[config.mk]
export PLATFORM = sky130hd
export DESIGN_NAME = writeback_stage_flat
export DESIGN_NICKNAME = d
export VERILOG_FILES = /design/src/rtl/mips_pkg.sv /design/src/rtl/writeback_stage_if.sv /design/src/rtl/wb_pipe_reg.sv /design/src/rtl/writeback_stage.sv /design/src/flat_wrapper.sv
export SDC_FILE = /design/constraint.sdc
export NUM_CORES = 1
export LEC_CHECK = 0
export CAP_MARGIN = 10
export CORE_UTILIZATION = 48
export DETAILED_ROUTE_END_ITERATION = 10
export PLACE_DENSITY = 0.85
export SETUP_SLACK_MARGIN = 0.02
export SLEW_MARGIN = 15
export SYNTH_ARGS = -nofsm -noshare
export SYNTH_HDL_FRONTEND = slang
export SYNTH_SLANG_ARGS = --single-unit
export TNS_END_PERCENT = 20
[constraint.sdc]
create_clock -name clk -period 4.4 [get_ports clk]
set_input_delay 0.88 -clock clk [delete_from_list [all_inputs] [get_ports clk]]
set_output_delay 0.88 -clock clk [all_outputs]
set_load 0.03 [all_outputs]
[src/rtl/mips_pkg.sv]
// Shared types and constants for the 16-bit MIPS writeback stage.
// The opcode helpers define which instructions write the register file and from which field.
package mips_pkg;

    localparam int DATA_W = 16;
    localparam int REG_AW = 3;

    localparam logic [2:0] OP_RTYPE = 3'b000;
    localparam logic [2:0] OP_ADDI  = 3'b001;
    localparam logic [2:0] OP_LW    = 3'b010;
    localparam logic [2:0] OP_SW    = 3'b011;
    localparam logic [2:0] OP_BEQ   = 3'b100;
    localparam logic [2:0] OP_J     = 3'b101;
    localparam logic [2:0] OP_SLTI  = 3'b110;
    localparam logic [2:0] OP_NOP   = 3'b111;

    typedef struct packed {
        logic              valid;
        logic [2:0]        opcode;
        logic [REG_AW-1:0] rt;
        logic [REG_AW-1:0] rd;
        logic [DATA_W-1:0] alu_result;
        logic [DATA_W-1:0] read_data;
    } memwb_t;

    function automatic logic op_writes_reg(input logic [2:0] opcode);
        logic result;
        case (opcode)
            OP_RTYPE, OP_ADDI, OP_LW, OP_SLTI: result = 1'b1;
            default:                           result = 1'b0;
        endcase
        return result;
    endfunction

    function automatic logic op_dest_is_rt(input logic [2:0] opcode);
        logic result;
        case (opcode)
            OP_ADDI, OP_LW, OP_SLTI: result = 1'b1;
            default:                 result = 1'b0;
        endcase
        return result;
    endfunction

endpackage

[src/rtl/writeback_stage_if.sv]
// MEM-to-WB bus plus the register-file write port and bypass flags seen by decode.
// master drives MEM fields and decode read addresses; slave is the writeback stage.
interface writeback_stage_if;
    import mips_pkg::*;

    logic              mem_valid;
    logic [2:0]        mem_opcode;
    logic [REG_AW-1:0] mem_rt;
    logic [REG_AW-1:0] mem_rd;
    logic [DATA_W-1:0] mem_alu_result;
    logic [DATA_W-1:0] mem_read_data;
    logic              wb_stall;
    logic              wb_flush;
    logic [REG_AW-1:0] dec_rs;
    logic [REG_AW-1:0] dec_rt;
    logic              reg_write;
    logic [REG_AW-1:0] write_reg;
    logic [DATA_W-1:0] write_data;
    logic              fwd_a;
    logic              fwd_b;

    modport master (
        output mem_valid, mem_opcode, mem_rt, mem_rd, mem_alu_result, mem_read_data,
        output wb_stall, wb_flush, dec_rs, dec_rt,
        input  reg_write, write_reg, write_data, fwd_a, fwd_b
    );

    modport slave (
        input  mem_valid, mem_opcode, mem_rt, mem_rd, mem_alu_result, mem_read_data,
        input  wb_stall, wb_flush, dec_rs, dec_rt,
        output reg_write, write_reg, write_data, fwd_a, fwd_b
    );

endinterface

[src/rtl/wb_pipe_reg.sv]
// MEM/WB pipeline register: flush has priority over stall, asynchronous active-high reset.
module wb_pipe_reg
    import mips_pkg::*;
(
    input  logic   clk,
    input  logic   rst,
    input  logic   stall,
    input  logic   flush,
    input  memwb_t d,
    output memwb_t q
);

    memwb_t q_r;

    // Pipeline register update: flush clears, stall holds, otherwise load
    always_ff @(posedge clk or posedge rst) begin
        if (rst) begin
            q_r <= '0;
        end else if (flush) begin
            q_r <= '0;
        end else if (stall) begin
            q_r <= q_r;
        end else begin
            q_r <= d;
        end
    end

    assign q = q_r;

endmodule

[src/rtl/writeback_stage.sv]
// Writeback stage: MEM/WB register, write-port select with R0 suppression, same-cycle bypass flags.
// Optional WB_RETIRE_COUNT_EN adds a 32-bit retired-instruction counter output.
module writeback_stage
    import mips_pkg::*;
(
    input  logic              clk,
    input  logic              rst,
`ifdef WB_RETIRE_COUNT_EN
    output logic [31:0]       retire_count,
`endif
    writeback_stage_if.slave  wb
);

    memwb_t            d_s;
    memwb_t            q_s;
    logic [REG_AW-1:0] dest_s;
    logic [DATA_W-1:0] data_s;
    logic              reg_write_s;

    assign d_s.valid      = wb.mem_valid;
    assign d_s.opcode     = wb.mem_opcode;
    assign d_s.rt         = wb.mem_rt;
    assign d_s.rd         = wb.mem_rd;
    assign d_s.alu_result = wb.mem_alu_result;
    assign d_s.read_data  = wb.mem_read_data;

    wb_pipe_reg u_pipe (
        .clk   (clk),
        .rst   (rst),
        .stall (wb.wb_stall),
        .flush (wb.wb_flush),
        .d     (d_s),
        .q     (q_s)
    );

    // Destination/data select; outputs forced to zero whenever no write is pending
    always_comb begin
        dest_s      = op_dest_is_rt(q_s.opcode) ? q_s.rt : q_s.rd;
        data_s      = (q_s.opcode == OP_LW) ? q_s.read_data : q_s.alu_result;
        reg_write_s = q_s.valid & op_writes_reg(q_s.opcode) & (dest_s != {REG_AW{1'b0}});
        if (reg_write_s) begin
            wb.reg_write  = 1'b1;
            wb.write_reg  = dest_s;
            wb.write_data = data_s;
        end else begin
            wb.reg_write  = 1'b0;
            wb.write_reg  = {REG_AW{1'b0}};
            wb.write_data = {DATA_W{1'b0}};
        end
    end

    // Bypass flags let decode see the value the register file only commits at the next edge
    always_comb begin
        wb.fwd_a = reg_write_s & (wb.dec_rs == dest_s);
        wb.fwd_b = reg_write_s & (wb.dec_rt == dest_s);
    end

`ifdef WB_RETIRE_COUNT_EN
    logic [31:0] retire_count_r;
    logic        retire_s;

    // An instruction retires when it leaves the register, including by flush
    assign retire_s = q_s.valid & (~wb.wb_stall | wb.wb_flush);

    // Retired-instruction counter, wraps naturally
    always_ff @(posedge clk or posedge rst) begin
        if (rst) begin
            retire_count_r <= 32'd0;
        end else if (retire_s) begin
            retire_count_r <= retire_count_r + 32'd1;
        end else begin
            retire_count_r <= retire_count_r;
        end
    end

    assign retire_count = retire_count_r;
`endif

endmodule

[src/flat_wrapper.sv]
// flat-port wrapper written by rule: the top's interface ports become plain ports
module writeback_stage_flat import mips_pkg::*;
  (clk, rst, wb_mem_valid, wb_mem_opcode, wb_mem_rt, wb_mem_rd, wb_mem_alu_result, wb_mem_read_data, wb_wb_stall, wb_wb_flush, wb_dec_rs, wb_dec_rt, wb_reg_write, wb_write_reg, wb_write_data, wb_fwd_a, wb_fwd_b);
  writeback_stage_if wb_i ();
  input  logic clk;
  input  logic rst;
  input wire logic [$bits(wb_i.mem_valid)-1:0] wb_mem_valid;
  input wire logic [$bits(wb_i.mem_opcode)-1:0] wb_mem_opcode;
  input wire logic [$bits(wb_i.mem_rt)-1:0] wb_mem_rt;
  input wire logic [$bits(wb_i.mem_rd)-1:0] wb_mem_rd;
  input wire logic [$bits(wb_i.mem_alu_result)-1:0] wb_mem_alu_result;
  input wire logic [$bits(wb_i.mem_read_data)-1:0] wb_mem_read_data;
  input wire logic [$bits(wb_i.wb_stall)-1:0] wb_wb_stall;
  input wire logic [$bits(wb_i.wb_flush)-1:0] wb_wb_flush;
  input wire logic [$bits(wb_i.dec_rs)-1:0] wb_dec_rs;
  input wire logic [$bits(wb_i.dec_rt)-1:0] wb_dec_rt;
  output wire logic [$bits(wb_i.reg_write)-1:0] wb_reg_write;
  output wire logic [$bits(wb_i.write_reg)-1:0] wb_write_reg;
  output wire logic [$bits(wb_i.write_data)-1:0] wb_write_data;
  output wire logic [$bits(wb_i.fwd_a)-1:0] wb_fwd_a;
  output wire logic [$bits(wb_i.fwd_b)-1:0] wb_fwd_b;
  assign wb_i.mem_valid = wb_mem_valid;
  assign wb_i.mem_opcode = wb_mem_opcode;
  assign wb_i.mem_rt = wb_mem_rt;
  assign wb_i.mem_rd = wb_mem_rd;
  assign wb_i.mem_alu_result = wb_mem_alu_result;
  assign wb_i.mem_read_data = wb_mem_read_data;
  assign wb_i.wb_stall = wb_wb_stall;
  assign wb_i.wb_flush = wb_wb_flush;
  assign wb_i.dec_rs = wb_dec_rs;
  assign wb_i.dec_rt = wb_dec_rt;
  assign wb_reg_write = wb_i.reg_write;
  assign wb_write_reg = wb_i.write_reg;
  assign wb_write_data = wb_i.write_data;
  assign wb_fwd_a = wb_i.fwd_a;
  assign wb_fwd_b = wb_i.fwd_b;
  writeback_stage u_core (.clk(clk), .rst(rst), .wb(wb_i));
endmodule
==> results of run 1 <==
[placed cells by master (no fill, tap or decap)]
cell	n
sky130_fd_sc_hd__a21oi_1	16
sky130_fd_sc_hd__a21oi_2	1
sky130_fd_sc_hd__a31o_1	1
sky130_fd_sc_hd__buf_2	1
sky130_fd_sc_hd__buf_4	4
sky130_fd_sc_hd__clkbuf_1	1
sky130_fd_sc_hd__clkbuf_8	6
sky130_fd_sc_hd__clkdlybuf4s50_1	72
sky130_fd_sc_hd__clkinv_2	1
sky130_fd_sc_hd__dfrtp_1	42
sky130_fd_sc_hd__inv_1	2
sky130_fd_sc_hd__mux2i_1	45
sky130_fd_sc_hd__nand2_1	32
sky130_fd_sc_hd__nand2b_1	1
sky130_fd_sc_hd__nor2_1	46
sky130_fd_sc_hd__nor2b_1	1
sky130_fd_sc_hd__nor2b_2	1
sky130_fd_sc_hd__nor4_2	2
sky130_fd_sc_hd__o21ai_0	1
sky130_fd_sc_hd__xnor2_1	6
[synth_stat cells]
master                     count
sky130_fd_sc_hd__a21oi_1      16
sky130_fd_sc_hd__a21oi_2       1
sky130_fd_sc_hd__a31o_1        1
sky130_fd_sc_hd__buf_1         1
sky130_fd_sc_hd__buf_2         4
sky130_fd_sc_hd__buf_6         2
sky130_fd_sc_hd__clkbuf_1      9
sky130_fd_sc_hd__dfrtp_1      42
sky130_fd_sc_hd__inv_1         2
sky130_fd_sc_hd__mux2i_1      45
sky130_fd_sc_hd__nand2_1      32
sky130_fd_sc_hd__nand2b_1      1
sky130_fd_sc_hd__nor2_1       46
sky130_fd_sc_hd__nor2b_1       1
sky130_fd_sc_hd__nor2b_2       1
sky130_fd_sc_hd__nor4_2        2
sky130_fd_sc_hd__o21ai_0       1
sky130_fd_sc_hd__xnor2_1       6
[logic make-up (layout without fill, tap and decap cells)]
kind of cell	count (synthesis)	after routing	share of synthesized area, %
simple gates	83	83	16.3
flops	42	42	50.5
compound gates	19	19	4.93
mux	45	45	21.6
xor+xnor	6	6	2.52
buf+inv	18	87	4.20
[through the flow]
| step | setup WS, ps | cells | hold slack [ps] | area [um^2] |
|---|---|---|---|---|
| finish | 543 | 332 | 527 | 2910 |
| global route | 389 | 332 | 551 | 2910 |
| CTS | 516 | 332 | 531 | 2910 |
| detailed placement | 852 | 324 | 512 | 2820 |
| global placement | 926 | 324 | 504 | 2820 |
| floorplan | 1580 | 213 | 483 | 2080 |
[routing by layer]
metal	track usage [%]	vias up	wire length, um
met1	29.4	791	2080
met4	7.03	0	45
met3	5.67	4	318
met5	0	-	0
met2	35.5	60	2250
li1	-	834	-
[worst max-delay path by stage]
stage / start / to / slack [ps]
2_1_floorplan: u_core.u_pipe.q[39] / wb_fwd_a / 1580
3_3_place_gp: u_core.u_pipe.q[39] / wb_write_data[14] / 930
3_5_place_dp: u_core.u_pipe.q[39] / wb_write_data[14] / 850
4_1_cts: u_core.u_pipe.q[39] / wb_write_data[14] / 520
5_1_grt: u_core.u_pipe.q[39] / wb_write_data[14] / 390
6_report: u_core.u_pipe.q[39] / wb_write_data[14] / 540
[worst max-delay path, stage by stage, from the launching register on]
cell	delay, ps
sky130_fd_sc_hd__dfrtp_1	390
sky130_fd_sc_hd__nor2b_2	180
sky130_fd_sc_hd__a21oi_2	220
sky130_fd_sc_hd__mux2i_1	430
sky130_fd_sc_hd__a31o_1	700
sky130_fd_sc_hd__a21oi_1	130
sky130_fd_sc_hd__clkdlybuf4s50_1	630
[area by class of cell]
type | count | area share, %
Inverter | 2 | 0.258
Tap cell | 50 | 2.15
Timing Repair Buffer | 77 | 25.9
Sequential cell | 42 | 36.1
Multi-Input combinational cell | 153 | 32.4
Clock inverter | 1 | 0.172
Clock buffer | 7 | 2.96
[power by group through the flow]
| stage | combinational, W | sequential [W] | clock [W] |
|---|---|---|---|
| CTS | 0.000152 | 0.000420 | 0.000258 |
| floorplan | 0.0000872 | 0.000423 | 0 |
| global route | 0.000164 | 0.000423 | 0.000274 |
| detailed placement | 0.000151 | 0.000427 | 0 |
| global placement | 0.000149 | 0.000427 | 0 |
| finish | 0.000149 | 0.000420 | 0.000251 |
==> results.txt, run 1 <==
The count of final hold-check violations is 0. For the number of antenna violations at the first check in global routing, the log shows 0. The first global-routing pass estimated 7.45 mm of wire.

Number of cells upsized or downsized after cts: 0. Setup repair after global routing left no endpoint under its margin. The tools report the count of final max-slew check failures as 0. Clock period minus final worst setup slack: 3860 ps.

In this run switching power makes up 25.2% of total power. The run gives 71.3% as the share of the core filled with cells. The count of different cell masters after synthesis was 18. The final critical path takes up 87.7% of the cycle.

The net switching power of the design was 0.000207 W. The initialized floorplan defines 23 standard-cell rows. The tools report the gate count after technology mapping as 213. Clock-pin slew was measured on the worst setup and hold paths at 80 ps. Across the routed clock network, the largest skew measured is 0 ps. For the worst-skew pair, the clock arrives at the later sink with an insertion delay of 290 ps.

Summed over all failing endpoints, the final setup total negative slack is 0 ps. The endpoint arrival time on the critical path is 2980 ps, and the power share of the sequential group is 51.2%. Summing all flip-flop and latch instances after layout gives 0.00105 mm^2.

Wires add up to 4.69 mm. The H-tree was split into 2 levels. In this run the worst hold path is classified as register to register. The tools report the beginning of the worst register-to-register path as u_core.u_pipe.q[38]. The power per cell area was 282 mW/mm^2; the maximum number of pins on one net before global-route repair was 43. Across the VDD grid, the largest voltage drop is 0.181 mV.

In this run the static leakage power is 1.34 nW. Summed over all layers, the global routing overflow is 0. The number of cells on the worst reg-to-reg path is 2, and the area fraction of the dominant cell type after synthesis is 50.5%. Clock tree synthesis selected as its root buffer the cell sky130_fd_sc_hd__clkbuf_8. The slew of the pin with the lowest slew margin is 736 ps, and the final antenna-violating net count is 0. The tools report the core footprint as 0.00409 mm^2. The number of buffers inserted during clock tree synthesis is 5, and the required time of the worst setup path is 3520 ps. TritonCTS built the clock tree. The die width was 67.9 um.

The critical hold path startpoint was u_core.u_pipe.q[10]. After detailed routing, the number of remaining DRC violations is 0. The highest clock frequency the design can meet is 0.259 GHz, and the initial standard-cell utilization of the core is 51.0%.

The final routed wire length divided by cell count was 14.1 um. After synthesis, the mean cell area works out to 9.78 um^2. The die height works out to 67.9 um.

The maximum net fanout on the critical path was 19. The post-cts hold buffer count came out at 0. The worst register-to-register path ends at u_core.u_pipe.q[38].

The layout-stage area growth over the synthesis result is 39.8%, and the proportion of power drawn by combinational gates is 18.2%. The hold-critical path endpoint was u_core.u_pipe.q[10]. The logs give 2 for the worst-case clock buffer depth and 50.9% for the relative slew slack. Summing over every cut layer, the via total after detailed routing is 1689.

The proportion of synthesized chip area in sequential cells is 50.5%, and the area of combinational cells with multiple inputs is 945 um^2. The internal portion of the total power is 0.000613 W. The tool flagged a number of max-cap violations equal to 0. Port buffering added 73 buffers. For the number of global-route vias before repair, the log shows 1590. The logs give 82 for the DRC violation total after the first TritonRoute iteration and 0.00208 mm^2 for the total standard cell area after synthesis. The number of flip-flops in the largest register works out to 42. The worst setup path is launched from a register. Yosys attributes the largest share of cell area to sky130_fd_sc_hd__dfrtp_1, sky130_fd_sc_hd__mux2i_1, sky130_fd_sc_hd__nor2_1. The first detailed-routing pass took 4 iterations. Global routing consumed, over all layers together, 22.2% of the routing resources.

The hold-critical path depth came out at 2. The largest area contributor in the netlist is sky130_fd_sc_hd__dfrtp_1. The slack of the worst reg-to-reg path came out at 3650 ps. When the netlist entered floorplanning its net count stood at 265. For this run, the post-layout net count is 333. For this run, the number of Yosys warnings is 0. The post-route netlist has 5.67% of its cells at a drive strength greater than 1.

The total inserted antenna cells is 0, and the number of post-CTS setup repair buffers is 0. The flop and latch count out of synthesis is 42. The clock drives 42 sinks. The worst setup path category was register to output pin. The logs give 74 for the number of placed I/O pins and 0 for the count of final setup violators. Summed over all nets, the half-perimeter wirelength after detailed placement is 3.28 mm. The flow ran to the end, and the final reports show no timing, DRC or antenna violations.

The die covers 0.00461 mm^2. Counting the fill cells in the layout gives 331. Routability-driven placement finished with a final weighted congestion of 0.814.

Per report_power, the clock group accounts for 30.6% of the total. Final total power: 0.000820 W. Ratio of routed vias to standard cells: 5.09.

The worst setup path is captured at an output pin.
Note: power is estimated with default switching activity, not from simulation.
==> run 2: changes to the inputs <==
--- a/config.mk
+++ b/config.mk
@@ -10,6 +10,7 @@
 export DETAILED_ROUTE_END_ITERATION = 10
 export PLACE_DENSITY = 0.85
 export SETUP_SLACK_MARGIN = 0.02
+export SKIP_LAST_GASP = 1
 export SLEW_MARGIN = 15
 export SYNTH_ARGS = -nofsm -noshare
 export SYNTH_HDL_FRONTEND = slang
==> results of run 2 <==
Same layout as run 1: the final DEF is identical, and so are final timing and power.
